==> config.mk <==
export PLATFORM = sky130hd
export DESIGN_NAME = vend_ctrl_gen
export DESIGN_NICKNAME = d
export VERILOG_FILES = /design/src/rtl/vend_ctrl_gen.sv
export SDC_FILE = /design/constraint.sdc
export NUM_CORES = 1
export LEC_CHECK = 0
export CORE_MARGIN = 2
export CORE_UTILIZATION = 45
export CTS_CLUSTER_DIAMETER = 80
export DETAILED_ROUTE_END_ITERATION = 16
export GPL_TIMING_DRIVEN = 0
export PLACE_DENSITY_LB_ADDON = 0.15
export SETUP_SLACK_MARGIN = 0.1
export SLEW_MARGIN = 20
export SYNTH_ARGS = -nofsm -noshare
export SYNTH_HDL_FRONTEND = slang
export SYNTH_SLANG_ARGS = --single-unit
==> constraint.sdc <==
create_clock -name sys_clk -period 6.1 [get_ports sys_clk]
set_input_delay 0.61 -clock sys_clk [delete_from_list [all_inputs] [get_ports sys_clk]]
set_output_delay 0.61 -clock sys_clk [all_outputs]
set_load 0.03 [all_outputs]
==> src/rtl/vend_ctrl_gen.sv <==
`default_nettype none
// ============================================================================
// Module   : vend_ctrl_gen
// Brief    : Cart-based vending transaction controller with coin collection,
//            inactivity refund and greedy change over a valid/ready handshake.
// Revision : 1.0  initial release
// ============================================================================
module vend_ctrl_gen #(
  parameter int MONEY_W     = 8,
  parameter int PRICE_W     = 6,
  parameter int QTY_W       = 2,
  parameter int CART_DEPTH  = 2,
  parameter int TIMEOUT_CYC = 1000
) (
  input  logic                            sys_clk,
  input  logic                            sys_rst_n,
  input  logic                            sys_Goods,
  input  logic                            sys_Confirm,
  input  logic                            sys_Change,
  input  logic                            sys_Cancel,
  input  logic [4:0]                      coin_in,
  input  logic [PRICE_W-1:0]              item_price,
  input  logic [QTY_W-1:0]                item_qty,
  input  logic                            chg_ready,
  output logic [2:0]                      state_out,
  output logic [MONEY_W-1:0]              need_money_out,
  output logic [MONEY_W-1:0]              input_money_out,
  output logic [MONEY_W-1:0]              change_money_out,
  output logic [$clog2(CART_DEPTH+1)-1:0] cart_cnt_out,
  output logic                            chg_valid,
  output logic [4:0]                      chg_coin,
  output logic                            vend_done,
  output logic                            err_pulse
);

  localparam int c_CNT_W = $clog2(CART_DEPTH + 1);
  localparam int c_TMR_W = $clog2(TIMEOUT_CYC);
  // Wide enough for money + coin sum and for need + price*qty without wrap
  localparam int c_ACC_W = MONEY_W + PRICE_W + QTY_W + 1;

  localparam logic [c_ACC_W-1:0] c_MONEY_MAX = {{(c_ACC_W-MONEY_W){1'b0}}, {MONEY_W{1'b1}}};
  localparam logic [c_CNT_W-1:0] c_CART_MAX  = c_CNT_W'(CART_DEPTH);
  localparam logic [c_TMR_W-1:0] c_TMR_LAST  = c_TMR_W'(TIMEOUT_CYC - 1);

  typedef enum logic [2:0] {
    ST_IDLE   = 3'd0,
    ST_SELECT = 3'd1,
    ST_PAY    = 3'd2,
    ST_PAID   = 3'd3,
    ST_CHANGE = 3'd4,
    ST_DONE   = 3'd5
  } state_t;

  state_t               r_state;
  logic [MONEY_W-1:0]   r_need;
  logic [MONEY_W-1:0]   r_input;
  logic [MONEY_W-1:0]   r_change;
  logic [c_CNT_W-1:0]   r_cart_cnt;
  logic [c_TMR_W-1:0]   r_timer;
  logic                 r_is_refund;
  logic                 r_chg_valid;
  logic [4:0]           r_chg_coin;
  logic                 r_vend_done;
  logic                 r_err_pulse;

  logic [c_ACC_W-1:0]   w_coin_val;
  logic [c_ACC_W-1:0]   w_input_sum;
  logic [c_ACC_W-1:0]   w_item_cost;
  logic [c_ACC_W-1:0]   w_need_sum;
  logic [MONEY_W-1:0]   w_input_sat;
  logic [MONEY_W-1:0]   w_paid_change;
  logic [MONEY_W-1:0]   w_chg_rem;
  logic [4:0]           w_refund_coin;
  logic [4:0]           w_paid_coin;
  logic [4:0]           w_rem_coin;
  logic                 w_goods_ok;
  logic                 w_idle_tmo;
  logic                 w_chg_exit;

  function automatic logic [c_ACC_W-1:0] f_coin_sum(input logic [4:0] coins);
    logic [c_ACC_W-1:0] sum;
    sum = '0;
    if (coins[0]) sum = sum + c_ACC_W'(1);
    if (coins[1]) sum = sum + c_ACC_W'(5);
    if (coins[2]) sum = sum + c_ACC_W'(10);
    if (coins[3]) sum = sum + c_ACC_W'(20);
    if (coins[4]) sum = sum + c_ACC_W'(50);
    return sum;
  endfunction

  function automatic logic [MONEY_W-1:0] f_denom(input logic [4:0] coin);
    logic [MONEY_W-1:0] val;
    case (coin)
      5'b00001: val = MONEY_W'(1);
      5'b00010: val = MONEY_W'(5);
      5'b00100: val = MONEY_W'(10);
      5'b01000: val = MONEY_W'(20);
      5'b10000: val = MONEY_W'(50);
      default:  val = '0;
    endcase
    return val;
  endfunction

  // Largest denomination not exceeding the amount; zero amount gives no coin
  function automatic logic [4:0] f_greedy(input logic [MONEY_W-1:0] amt);
    logic [c_ACC_W-1:0] a;
    logic [4:0]         coin;
    a = c_ACC_W'(amt);
    if (a >= c_ACC_W'(50))      coin = 5'b10000;
    else if (a >= c_ACC_W'(20)) coin = 5'b01000;
    else if (a >= c_ACC_W'(10)) coin = 5'b00100;
    else if (a >= c_ACC_W'(5))  coin = 5'b00010;
    else if (a >= c_ACC_W'(1))  coin = 5'b00001;
    else                        coin = 5'b00000;
    return coin;
  endfunction

  assign w_coin_val    = f_coin_sum(coin_in);
  assign w_input_sum   = c_ACC_W'(r_input) + w_coin_val;
  assign w_input_sat   = (w_input_sum > c_MONEY_MAX) ? {MONEY_W{1'b1}} : w_input_sum[MONEY_W-1:0];
  assign w_item_cost   = c_ACC_W'(item_price) * c_ACC_W'(item_qty);
  assign w_need_sum    = c_ACC_W'(r_need) + w_item_cost;
  assign w_goods_ok    = (item_qty != '0) && (r_cart_cnt < c_CART_MAX) && (w_need_sum <= c_MONEY_MAX);
  assign w_paid_change = w_input_sat - r_need;
  assign w_chg_rem     = r_change - f_denom(r_chg_coin);
  assign w_refund_coin = f_greedy(w_input_sat);
  assign w_paid_coin   = f_greedy(w_paid_change);
  assign w_rem_coin    = f_greedy(w_chg_rem);
  assign w_idle_tmo    = (coin_in == 5'b00000) && (r_timer == c_TMR_LAST);
  assign w_chg_exit    = !r_chg_valid || (chg_ready && (w_chg_rem == '0));

  always_ff @(posedge sys_clk or negedge sys_rst_n) begin
    if (!sys_rst_n) begin
      r_state     <= ST_IDLE;
      r_need      <= '0;
      r_input     <= '0;
      r_change    <= '0;
      r_cart_cnt  <= '0;
      r_timer     <= '0;
      r_is_refund <= 1'b0;
      r_chg_valid <= 1'b0;
      r_chg_coin  <= 5'b00000;
      r_vend_done <= 1'b0;
      r_err_pulse <= 1'b0;
    end else begin
      r_vend_done <= 1'b0;
      r_err_pulse <= 1'b0;
      case (r_state)
        ST_IDLE: begin
          if (!sys_Cancel && sys_Confirm) r_state <= ST_SELECT;
        end

        ST_SELECT: begin
          if (sys_Cancel) begin
            r_state    <= ST_IDLE;
            r_need     <= '0;
            r_cart_cnt <= '0;
          end else if (sys_Confirm) begin
            if (r_cart_cnt != '0) begin
              r_state <= ST_PAY;
              r_timer <= '0;
            end
          end else if (!sys_Change && sys_Goods) begin
            if (w_goods_ok) begin
              r_need     <= w_need_sum[MONEY_W-1:0];
              r_cart_cnt <= r_cart_cnt + c_CNT_W'(1);
            end else begin
              r_err_pulse <= 1'b1;
            end
          end
        end

        ST_PAY: begin
          r_input <= w_input_sat;
          r_timer <= (coin_in != 5'b00000) ? '0 : r_timer + c_TMR_W'(1);
          // Payment completion is judged on the registered total, so it lands one cycle after the coin
          if (sys_Cancel || ((r_input < r_need) && w_idle_tmo)) begin
            r_state     <= ST_CHANGE;
            r_change    <= w_input_sat;
            r_need      <= '0;
            r_is_refund <= 1'b1;
            r_chg_coin  <= w_refund_coin;
            r_chg_valid <= (w_input_sat != '0);
            r_timer     <= '0;
          end else if (r_input >= r_need) begin
            r_state <= ST_PAID;
            r_timer <= '0;
          end
        end

        ST_PAID: begin
          r_input <= w_input_sat;
          if (sys_Cancel) begin
            r_state     <= ST_CHANGE;
            r_change    <= w_input_sat;
            r_need      <= '0;
            r_is_refund <= 1'b1;
            r_chg_coin  <= w_refund_coin;
            r_chg_valid <= (w_input_sat != '0);
          end else if (sys_Change) begin
            r_change    <= w_paid_change;
            r_is_refund <= 1'b0;
            if (w_paid_change == '0) begin
              r_state     <= ST_DONE;
              r_vend_done <= 1'b1;
            end else begin
              r_state     <= ST_CHANGE;
              r_chg_coin  <= w_paid_coin;
              r_chg_valid <= 1'b1;
            end
          end
        end

        ST_CHANGE: begin
          if (r_chg_valid && chg_ready) begin
            r_change    <= w_chg_rem;
            r_chg_coin  <= w_rem_coin;
            r_chg_valid <= (w_chg_rem != '0);
          end
          if (w_chg_exit) begin
            if (r_is_refund) begin
              r_state     <= ST_IDLE;
              r_need      <= '0;
              r_input     <= '0;
              r_change    <= '0;
              r_cart_cnt  <= '0;
              r_is_refund <= 1'b0;
            end else begin
              r_state     <= ST_DONE;
              r_vend_done <= 1'b1;
            end
          end
        end

        ST_DONE: begin
          r_state     <= ST_IDLE;
          r_need      <= '0;
          r_input     <= '0;
          r_change    <= '0;
          r_cart_cnt  <= '0;
          r_timer     <= '0;
          r_is_refund <= 1'b0;
        end

        default: begin
          r_state     <= ST_IDLE;
          r_need      <= '0;
          r_input     <= '0;
          r_change    <= '0;
          r_cart_cnt  <= '0;
          r_timer     <= '0;
          r_is_refund <= 1'b0;
          r_chg_valid <= 1'b0;
          r_chg_coin  <= 5'b00000;
        end
      endcase
    end
  end

  assign state_out        = r_state;
  assign need_money_out   = r_need;
  assign input_money_out  = r_input;
  assign change_money_out = r_change;
  assign cart_cnt_out     = r_cart_cnt;
  assign chg_valid        = r_chg_valid;
  assign chg_coin         = r_chg_coin;
  assign vend_done        = r_vend_done;
  assign err_pulse        = r_err_pulse;

endmodule
`default_nettype wire

==> flow_summary_export.csv, run 1 <==
group,metric,value,unit
outcome,run_status,"finished clean",
timing,rsz0062_at_grt,"false",
synthesis,yosysTopAreaCell,"dfrtp_1",
flow_run,cap_violations,0,
finish,n_antenna_cell,0,
placed_design,hpwl,10.19,mm
finish,fin_util,55.01,%
finish,multiInputGateArea,0.003581,sq mm
floorplanning,fp-row-count,38,
synthesis,synth_ff_type,"dfrtp_1",
worst_setup_path,worstPathRequired,6320,ps
placed_design,numPortBuffers,54,
grt,grt.overflow.total,0,
grt,grt_usage,22.86,%
floorplanning,ioPinCount,57,
finish,syn2layout_area_growth,20.54,%
synthesis,synth_compound_area_share,21.77,%
synthesis,synthTopCellsByArea,"dfrtp_1 (24%), ha_1 (12%), nand2_1 (4.9%)",
synthesis,yosysSeqAreaShare,24.50,%
grt,grt_pass1_wl,20.92,mm
cts,h-tree-depth,2,
route,wl_per_cell,16.52,microns
route,avgViaCountPerCell,5.715,
synthesis,synth_xor_area_share,6.609,%
cts,cts_buffer_depth,2,
cts,cts_tree,"yes",
finish,nets,729,
worst_setup_path,cp.arrival,6070,ps
floorplanning,die-area,0.01175,sq mm
floorplanning,chipHeight,108.4,microns
floorplanning,core-area,0.01075,sq mm
synthesis,synth_common_cells,"nand2_1 (64), inv_1 (52), dfrtp_1 (48), ha_1 (47), nor2_1 (47)",
worst_setup_path,path_cells,"clkdlybuf4s50_1, inv_1, ha_1, mux2i_1, xnor2_1, ha_1, mux2_2, ha_2, nor2b_2, o2111ai_2, and2_4, o21ai_4, nor2_2, inv_2, ha_4, a21o_1, a21o_1, a41o_1, o31ai_4, xnor2_2, xnor2_2, or4b_4, o21ai_4, mux2_2",
synthesis,synth_mux_area_share,5.971,%
grt,grt_max_degree,49,
worst_hold_path,hold_class,"in2async",
worst_setup_path,crit_slowest_cell,"or4b_4",
synthesis,async_reset_ff_share,100.0,%
timing,max_freq,170.8,MHz
timing,post-route-period-util,95.96,%
synthesis,synth_top_family_by_area,"compound AO/OA/AOI/OAI gates",
finish,nFillCells,1050,
synthesis,syn_nets,662,
timing,setup_viol,0,
worst_setup_path,start_kind,"input pin",
synthesis,syn_area,0.004903,sq mm
worst_setup_path,end_kind,"register",
floorplanning,start_util,45.63,%
timing,skew,4.751,ps
synthesis,synth-seq-cells,48,
finish,regArea,0.001201,sq mm
timing,layout_min_cycle_time,5853,ps
synthesis,synth.distinct_cells,65,
timing,finalHoldViolCount,0,
route,ant_nets,0,
route,drt-total-wl,13.12,mm
cts,path_clk_slew,100,ps
finish,drive_gt1_share,10.09,%
synthesis,ys_warn_count,0,
worst_setup_path,critPathBufInv,3,
worst_setup_path,crit_family,"compound AO/OA/AOI/OAI gates",
synthesis,synth_top_area_share,24.50,%
worst_setup_path,critical_path_class,"in2reg",
grt,grt_pass1_vias,4262,
cts,root_buffer,"clkbuf_8",
synthesis,synth_edf_count,0,
synthesis,postSynthCellCount,586,
grt,antenna_found_initial,0,
worst_setup_path,max_stage_delay,610,ps
timing,fin_hold_ws,306.9,ps
synthesis,post-synth-top-count-cell,"nand2_1",
cts,cts_buffers,5,
synthesis,yosys.area_share.simple,20.29,%
route,via_count,4538,
timing,drv_slew,0,
cts,cts_sinks,48,
floorplanning,die_width,108.4,microns
placed_design,routabilityCongestion,0.9097,
route,drc,0,
cts,worst_skew_pair.late_latency,320,ps
worst_setup_path,path_max_fanout,6,
timing,tightest_slew,880.0,ps
synthesis,synth.avg_cell_area,8.368,sq um
route,first_pass_iters,8,
route,drt_iter0_markers,285,
synthesis,yosys.area_share.adder,15.67,%
timing,maxSlewHeadroom,40.88,%
-- placed cells by master, fill, tap and decap left out, types with 6 or more instances in the layout --
| cell type | synthesis | final |
|---|---|---|
| clkbuf_1 | 12 | 12 |
| nor3_1 | 17 | 16 |
| a211oi_1 | 8 | 8 |
| a21oi_1 | 25 | 25 |
| dfrtp_1 | 48 | 48 |
| o2bb2ai_1 | 7 | 7 |
| nand2_1 | 64 | 63 |
| clkdlybuf4s50_1 | 0 | 52 |
| a21o_1 | 11 | 11 |
| buf_4 | 0 | 7 |
| ha_1 | 47 | 44 |
| o21a_1 | 10 | 9 |
| nor2_1 | 47 | 45 |
| fa_1 | 9 | 8 |
| a221o_1 | 9 | 9 |
| nand3_1 | 7 | 7 |
| nand2b_1 | 9 | 9 |
| mux2i_1 | 18 | 18 |
| o21ai_0 | 33 | 31 |
| xor2_1 | 13 | 13 |
| xnor2_1 | 24 | 21 |
| and2_1 | 11 | 8 |
| mux2_2 | 10 | 10 |
| nor4_1 | 6 | 6 |
| inv_1 | 52 | 51 |
-- state kept, by name, summed over array words and instances, names as in the netlist --
name and flops:
need_money_out 8, err_pulse 1, vend_done 1, cart_cnt_out 2, chg_valid 1, r_is_refund 1
input_money_out 8, r_timer 10, chg_coin 5, change_money_out 8, state_out 3
-- per-layer routing --
| layer | vias to the layer above | share of wire (%) | wire (microns) | track usage, % |
|---|---|---|---|---|
| li1 | 2222 | - | - | - |
| met1 | 2160 | 47 | 6203 | 31.00 |
| met2 | 138 | 47 | 6107 | 37.96 |
| met3 | 18 | 4.3 | 565 | 2.773 |
| met4 | 0 | 1.8 | 241 | 7.326 |
| met5 | - | 0 | 0 | 0 |
-- worst paths after layout --
path | cells after the start | slack (ps) | end | from
max in group asynchronous | 1 | 5350 | r_timer[9]$_DFFE_PN0P_ | sys_rst_n
min | 1 | 310 | change_money_out[3]$_DFFE_PN0P_ | sys_rst_n
min in group sys_clk | 2 | 520 | r_timer[1]$_DFFE_PN0P_ | r_timer[1]$_DFFE_PN0P_
max | 24 | 250 | chg_valid$_DFFE_PN0P_ | coin_in[0]
max reg2reg | 19 | 1430 | chg_valid$_DFFE_PN0P_ | input_money_out[0]$_DFFE_PN0P_
min reg2reg | 2 | 520 | r_timer[1]$_DFFE_PN0P_ | r_timer[1]$_DFFE_PN0P_
-- repair_timing --
| item | 4_1_cts | 5_1_grt |
|---|---|---|
| setup buffers | 3 | 3 |
| hold buffers | 0 | 0 |
| endpoints found under the hold margin | 0 | 0 |
| pin swaps | 3 | 4 |
| endpoints found under the setup margin | 8 | 7 |
| gates resized for setup | 16 | 18 |
-- area by class of cell --
cell class,count,share of cell area (%)
Timing Repair Buffer,60,9.843
Clock inverter,3,0.8044
Multi-Input combinational cell,472,60.58
Sequential cell,48,20.32
Tap cell,140,2.964
Clock buffer,5,1.164
Inverter,52,3.302
Buffer,14,1.016
-- cell families (layout without fill, tap and decap cells) --
kind of cell	after synthesis	count (layout)
fa+ha+maj	56	56
buf+inv	66	134
mux	28	28
compound gates	151	151
simple gates	200	200
flops	48	48
xor+xnor	37	37
-- stage by stage --
step	instances	setup TNS (ps)	area, sq um	setup WS, ps
2_1_floorplan	586	0	4903	452.0
3_3_place_gp	780	-5957	5619	-843.9
3_5_place_dp	780	-6624	5617	-912.9
4_1_cts	791	0	5812	136.5
5_1_grt	794	0	5911	86.60
6_report	794	0	5911	246.5
Power of run 1 is not shown: default switching activity piles up to over one toggle a cycle in this logic, so the estimate is an artifact.
==> run 2, diff against run 1 <==
- CORE_UTILIZATION: 45 -> 58
==> run 2 against run 1 <==
  * Non-clock buffer count shrank 3
  * Via count is 1.1% higher
  * Clock skew up 1.2 ps
  * Cell count fell by 4.8%
  * Critical path depth rose by 2
  * Largest cell class unchanged
  * Critical endpoint is now chg_coin[2]$_DFFE_PN0P_
  * Sequential cell count stayed put
  * Clock-buffer cell count unchanged
  * First-iteration DRC count is 15% higher
  * Sequential share of layout area grew 0.25 points
  * Routed wire length fell by 0.98%
  * Worst setup slack better by 99 ps
  * Worst hold slack got worse by 0.99 ps
==> flow_summary_export.csv, run 2 (same netlist as run 1, synthesis figures left out) <==
group,metric,value,unit
route,first_pass_iters,5,
route,wl_per_cell,17.18,microns
finish,final_cells,756,
worst_setup_path,r2r_end,"chg_coin[2]$_DFFE_PN0P_",
timing,drv_slew,0,
worst_setup_path,start_kind,"input pin",
route,avgViaCountPerCell,6.069,
outcome,run_status,"finished clean",
floorplanning,ioPinCount,57,
grt,grt_max_degree,49,
floorplanning,start_util,59.68,%
floorplanning,core-area,0.008217,sq mm
route,dr_wl_met3,769,microns
cts,cts_sinks,48,
timing,fin_hold_ws,305.9,ps
route,ant_nets,0,
cts,worst_skew_pair.late_latency,320,ps
cts,cts_tree,"yes",
worst_setup_path,path_max_fanout,6,
route,wl_met1,5.768,mm
timing,rsz0062_at_grt,"false",
worst_setup_path,end_kind,"register",
finish,drive_gt1_share,9.217,%
timing,max_freq,173.8,MHz
finish,largest_reg_flops,10,
route,via_count,4588,
flow_run,cap_violations,0,
grt,grt.overflow.total,0,
finish,syn2layout_area_growth,19.06,%
cts,root_buffer,"clkbuf_8",
finish,regMostFlops,"r_timer",
worst_setup_path,worstPathRequired,6310,ps
worst_hold_path,hold_class,"in2async",
timing,layout_min_cycle_time,5754,ps
finish,nets,726,
route,wl_met2,6.051,mm
timing,maxSlewHeadroom,40.71,%
timing,setup_viol,0,
cts,cts_buffers,5,
grt,antenna_found_initial,0,
worst_setup_path,r2r.worst_path.cells,19,
grt,grt_usage,29.69,%
floorplanning,fp-row-count,33,
worst_setup_path,path_common_cell,"ha_1",
cts,h-tree-depth,2,
route,drc,0,
route,maxUsedRoutingLayer,"met4",
timing,finalHoldViolCount,0,
placed_design,hpwl,9.896,mm
worst_setup_path,r2r_slack,1270,ps
finish,final_common_cell,"nand2_1",
cts,cts_buffer_depth,2,
worst_setup_path,crit_slowest_cell,"or4b_4",
placed_design,placed_cells,745,
finish,n_antenna_cell,0,
route,drt_iter0_markers,327,
finish,layout_common_cells,"nand2_1 (62), inv_1 (52), clkdlybuf4s50_1 (50)",
timing,tightest_slew,882.5,ps
timing,post-route-period-util,94.33,%
floorplanning,die_width,95.95,microns
worst_setup_path,critical_path_class,"in2reg",
worst_setup_path,cp.arrival,5960,ps
floorplanning,die-area,0.009205,sq mm
floorplanning,chipHeight,95.95,microns
timing,skew,5.968,ps
grt,grt_pass1_vias,4518,
worst_setup_path,max_stage_delay,610,ps
placed_design,numPortBuffers,54,
placed_design,routabilityCongestion,1.016,
worst_setup_path,r2r_start,"input_money_out[0]$_DFFE_PN0P_",
cts,path_clk_slew,100,ps
route,drt-total-wl,12.99,mm
cts,hold_buffers,0,
grt,grt_pass1_wl,21.33,mm
[run 2: cell count changes in the layout (fill, tap and decap cells not counted), sizes merged]
| cell | previous run | this run |
|---|---|---|
| buf | 9 | 6 |
| clkdlybuf4s50 | 52 | 50 |
| clkinvlp | 0 | 2 |
| dlymetal6s2s | 0 | 2 |
| bufinv | 1 | 0 |
| clkinv | 2 | 1 |
[run 2: per-layer routing]
metal / vias up / track usage, %
li1: 2218 / -
met1: 2161 / 38.88
met2: 175 / 50.00
met3: 34 / 4.307
met4: 0 / 10.48
met5: - / 0
[run 2: repair_timing]
| action | 4_1_cts | 5_1_grt |
|---|---|---|
| pin swaps | 2 | 3 |
| gates resized for setup | 15 | 19 |
| endpoints found under the setup margin | 8 | 9 |
| buffers inserted | 1 | 2 |
[run 2: area by class of cell]
cell class	count	area, sq um
multi-input combinational	472	3593
fill	645	2379
sequential	48	1201
timing repair buffer	57	564.3
inverter	52	195.2
tap	105	131.4
clock buffer	5	68.82
buffer	14	60.06
clock inverter	3	23.77
[run 2: metrics by stage]
stage / util, % / worst slack [ps] / cell area [sq um] / TNS [ps]
finish: 71.05 / 346.0 / 5838 / 0
global route: 71.05 / 143.0 / 5838 / 0
CTS: 69.70 / 102.7 / 5727 / 0
detailed placement: 67.82 / -846.1 / 5573 / -5937
global placement: 67.85 / -755.5 / 5575 / -5049
floorplan: - / 452.0 / 4903 / 0
[run 2: worst max-delay path by stage]
stage / to / from / slack, ps / cells after the start
2_1_floorplan: chg_coin[0]$_DFFE_PN0P_ / coin_in[0] / 450 / 23
3_3_place_gp: chg_coin[0]$_DFFE_PN0P_ / coin_in[1] / -760 / 24
3_5_place_dp: chg_coin[4]$_DFFE_PN0P_ / coin_in[1] / -850 / 26
4_1_cts: chg_coin[4]$_DFFE_PN0P_ / coin_in[0] / 100 / 26
5_1_grt: chg_coin[2]$_DFFE_PN0P_ / coin_in[1] / 140 / 25
6_report: chg_coin[2]$_DFFE_PN0P_ / coin_in[1] / 350 / 26
[run 2: critical path: cells and delay by family]
family	cells	cell delay, ps
xor gates and xnor gates	2	320
AOI/OAI and AO/OA	10	1830
and+or+nand+nor	4	1050
muxes	1	370
adders and majority gates	5	1250
buffers and inverters	4	540
Power of run 2 is left out for the same reason.
==> run 3, diff against run 2 <==
- CORE_MARGIN: 2 -> unset
- GPL_TIMING_DRIVEN: 0 -> unset
==> run 3 against run 2 <==
  * Core utilization is 0.50 points higher
  * First-iteration DRC count down 25%
  * Critical path type unchanged
  * Global-route usage grew 2.0 points
  * Cell count grew 1.3%
  * Final area rose by 0.71%
  * Highest routed layer unchanged
  * Via count is 2.1% higher
  * Routed wire length grew 4.0%
  * Critical endpoint is now chg_valid$_DFFE_PN0P_
==> flow_summary_export.csv, run 3 (same netlist as run 1, synthesis figures left out) <==
group,metric,value,unit
cts,cts_buffers,5,
grt,grt_pass1_wl,21.81,mm
route,maxUsedRoutingLayer,"met4",
finish,largest_reg_flops,10,
timing,setup_viol,0,
worst_setup_path,critical_path_class,"in2reg",
timing,rsz0062_at_grt,"false",
cts,cts_tree,"yes",
placed_design,hpwl,10.58,mm
route,wl_met1,5.951,mm
route,wl_met2,6.367,mm
worst_setup_path,end_kind,"register",
timing,skew,9.187,ps
placed_design,place_area,0.005708,sq mm
worst_setup_path,worstPathRequired,6310,ps
finish,n_antenna_cell,0,
worst_setup_path,max_stage_delay,560,ps
timing,drv_slew,0,
timing,maxSlewHeadroom,37.88,%
finish,design_area,0.005879,sq mm
grt,antenna_found_initial,0,
grt,grt_pass1_vias,4523,
cts,h-tree-depth,2,
placed_design,numPortBuffers,56,
finish,nFillCells,626,
floorplanning,die_width,93.95,microns
floorplanning,die-area,0.008826,sq mm
floorplanning,start_util,59.68,%
timing,finalHoldViolCount,0,
timing,max_freq,172.8,MHz
timing,tightest_slew,926.8,ps
cts,worst_skew_pair.late_latency,310,ps
route,first_pass_iters,5,
cts,root_buffer,"clkbuf_8",
grt,grt.overflow.total,0,
worst_setup_path,start_kind,"input pin",
timing,layout_min_cycle_time,5786,ps
route,drt_iter0_markers,246,
worst_setup_path,path_common_cell,"ha_1",
floorplanning,chipHeight,93.95,microns
cts,cts_buffer_depth,2,
cts,path_clk_slew,100,ps
grt,grt_usage,31.73,%
finish,multiInputGateArea,0.003498,sq mm
floorplanning,fp-row-count,33,
finish,final_common_cell,"nand2_1",
worst_setup_path,cp.arrival,5990,ps
flow_run,cap_violations,0,
timing,post-route-period-util,94.85,%
worst_hold_path,hold_class,"in2async",
worst_setup_path,path_max_fanout,6,
finish,layout_common_cells,"nand2_1 (64), clkdlybuf4s50_1 (54), inv_1 (52)",
route,dr_wl_met3,871,microns
worst_setup_path,crit_slowest_cell,"or4b_4",
route,drt-total-wl,13.52,mm
grt,grt_max_degree,49,
route,drc,0,
finish,nets,736,
finish,drive_gt1_share,10.14,%
floorplanning,core-area,0.008217,sq mm
cts,hold_buffers,0,
route,via_count,4683,
cts,cts_sinks,48,
outcome,run_status,"finished clean",
finish,syn2layout_area_growth,19.90,%
route,avgViaCountPerCell,6.114,
floorplanning,ioPinCount,57,
placed_design,routabilityCongestion,0.9369,
finish,regArea,0.001201,sq mm
route,ant_nets,0,
finish,regMostFlops,"r_timer",
route,wl_per_cell,17.64,microns
-- run 3: changes by cell type in the layout (fill, tap and decap cells not counted), sizes merged --
cell,before,now
dlygate4sd2,1,0
clkbuf,17,6
bufinv,0,1
clkinvlp,2,0
buf,6,26
clkdlybuf4s50,50,54
dlymetal6s2s,2,1
-- run 3: stage by stage --
stage	TNS, ps	hold slack (ps)	std cells	util, %	setup WS, ps
5_1_grt	0	468.6	766	71.55	22.51
3_3_place_gp	0	487.0	756	69.47	45.51
2_1_floorplan	0	314.4	586	-	452.0
4_1_cts	0	431.7	764	70.92	146.9
6_report	0	405.4	766	71.55	314.1
3_5_place_dp	-1306	499.8	756	69.47	-250.0
-- run 3: area by class of cell --
| cell class | instances | share of cell area, % |
|---|---|---|
| clock buffers | 6 | 1.234 |
| clock inverters | 2 | 0.5959 |
| flip-flops and latches | 48 | 20.43 |
| multi-input cells | 472 | 59.50 |
| repair buffers | 81 | 12.68 |
| well taps | 105 | 2.235 |
| inverters | 52 | 3.320 |
-- run 3: final timing paths --
path | start | to | slack, ps | cells past startpoint
max in group asynchronous | sys_rst_n | input_money_out[5]$_DFFE_PN0P_ | 5240 | 2
worst max-delay path | coin_in[1] | chg_valid$_DFFE_PN0P_ | 310 | 25
worst min register to register | r_timer[1]$_DFFE_PN0P_ | r_timer[1]$_DFFE_PN0P_ | 530 | 2
min in group sys_clk | r_timer[1]$_DFFE_PN0P_ | r_timer[1]$_DFFE_PN0P_ | 530 | 2
worst max register to register | input_money_out[0]$_DFFE_PN0P_ | chg_valid$_DFFE_PN0P_ | 1410 | 19
worst min-delay path | sys_rst_n | change_money_out[3]$_DFFE_PN0P_ | 410 | 2
-- run 3: metal layers --
layer / vias to the layer above / GRT usage, %
met5: - / 0
met4: 0 / 9.487
met3: 27 / 3.803
met2: 163 / 52.68
met1: 2235 / 43.07
li1: 2258 / -
-- run 3: critical path, delay by kind of cell --
kind            cells  cell delay (ps)
compound gates     10             1710
mux                 2              630
fa+ha+maj           4             1070
simple gates        4              950
buf+inv             2              560
xor+xnor            3              440
-- run 3: what timing repair did --
item / CTS / global route
pin swaps: 0 / 2
resized for setup: 2 / 9
buffers inserted: 0 / 2
setup endpoints to repair: 5 / 8
Power of run 3 is left out for the same reason.
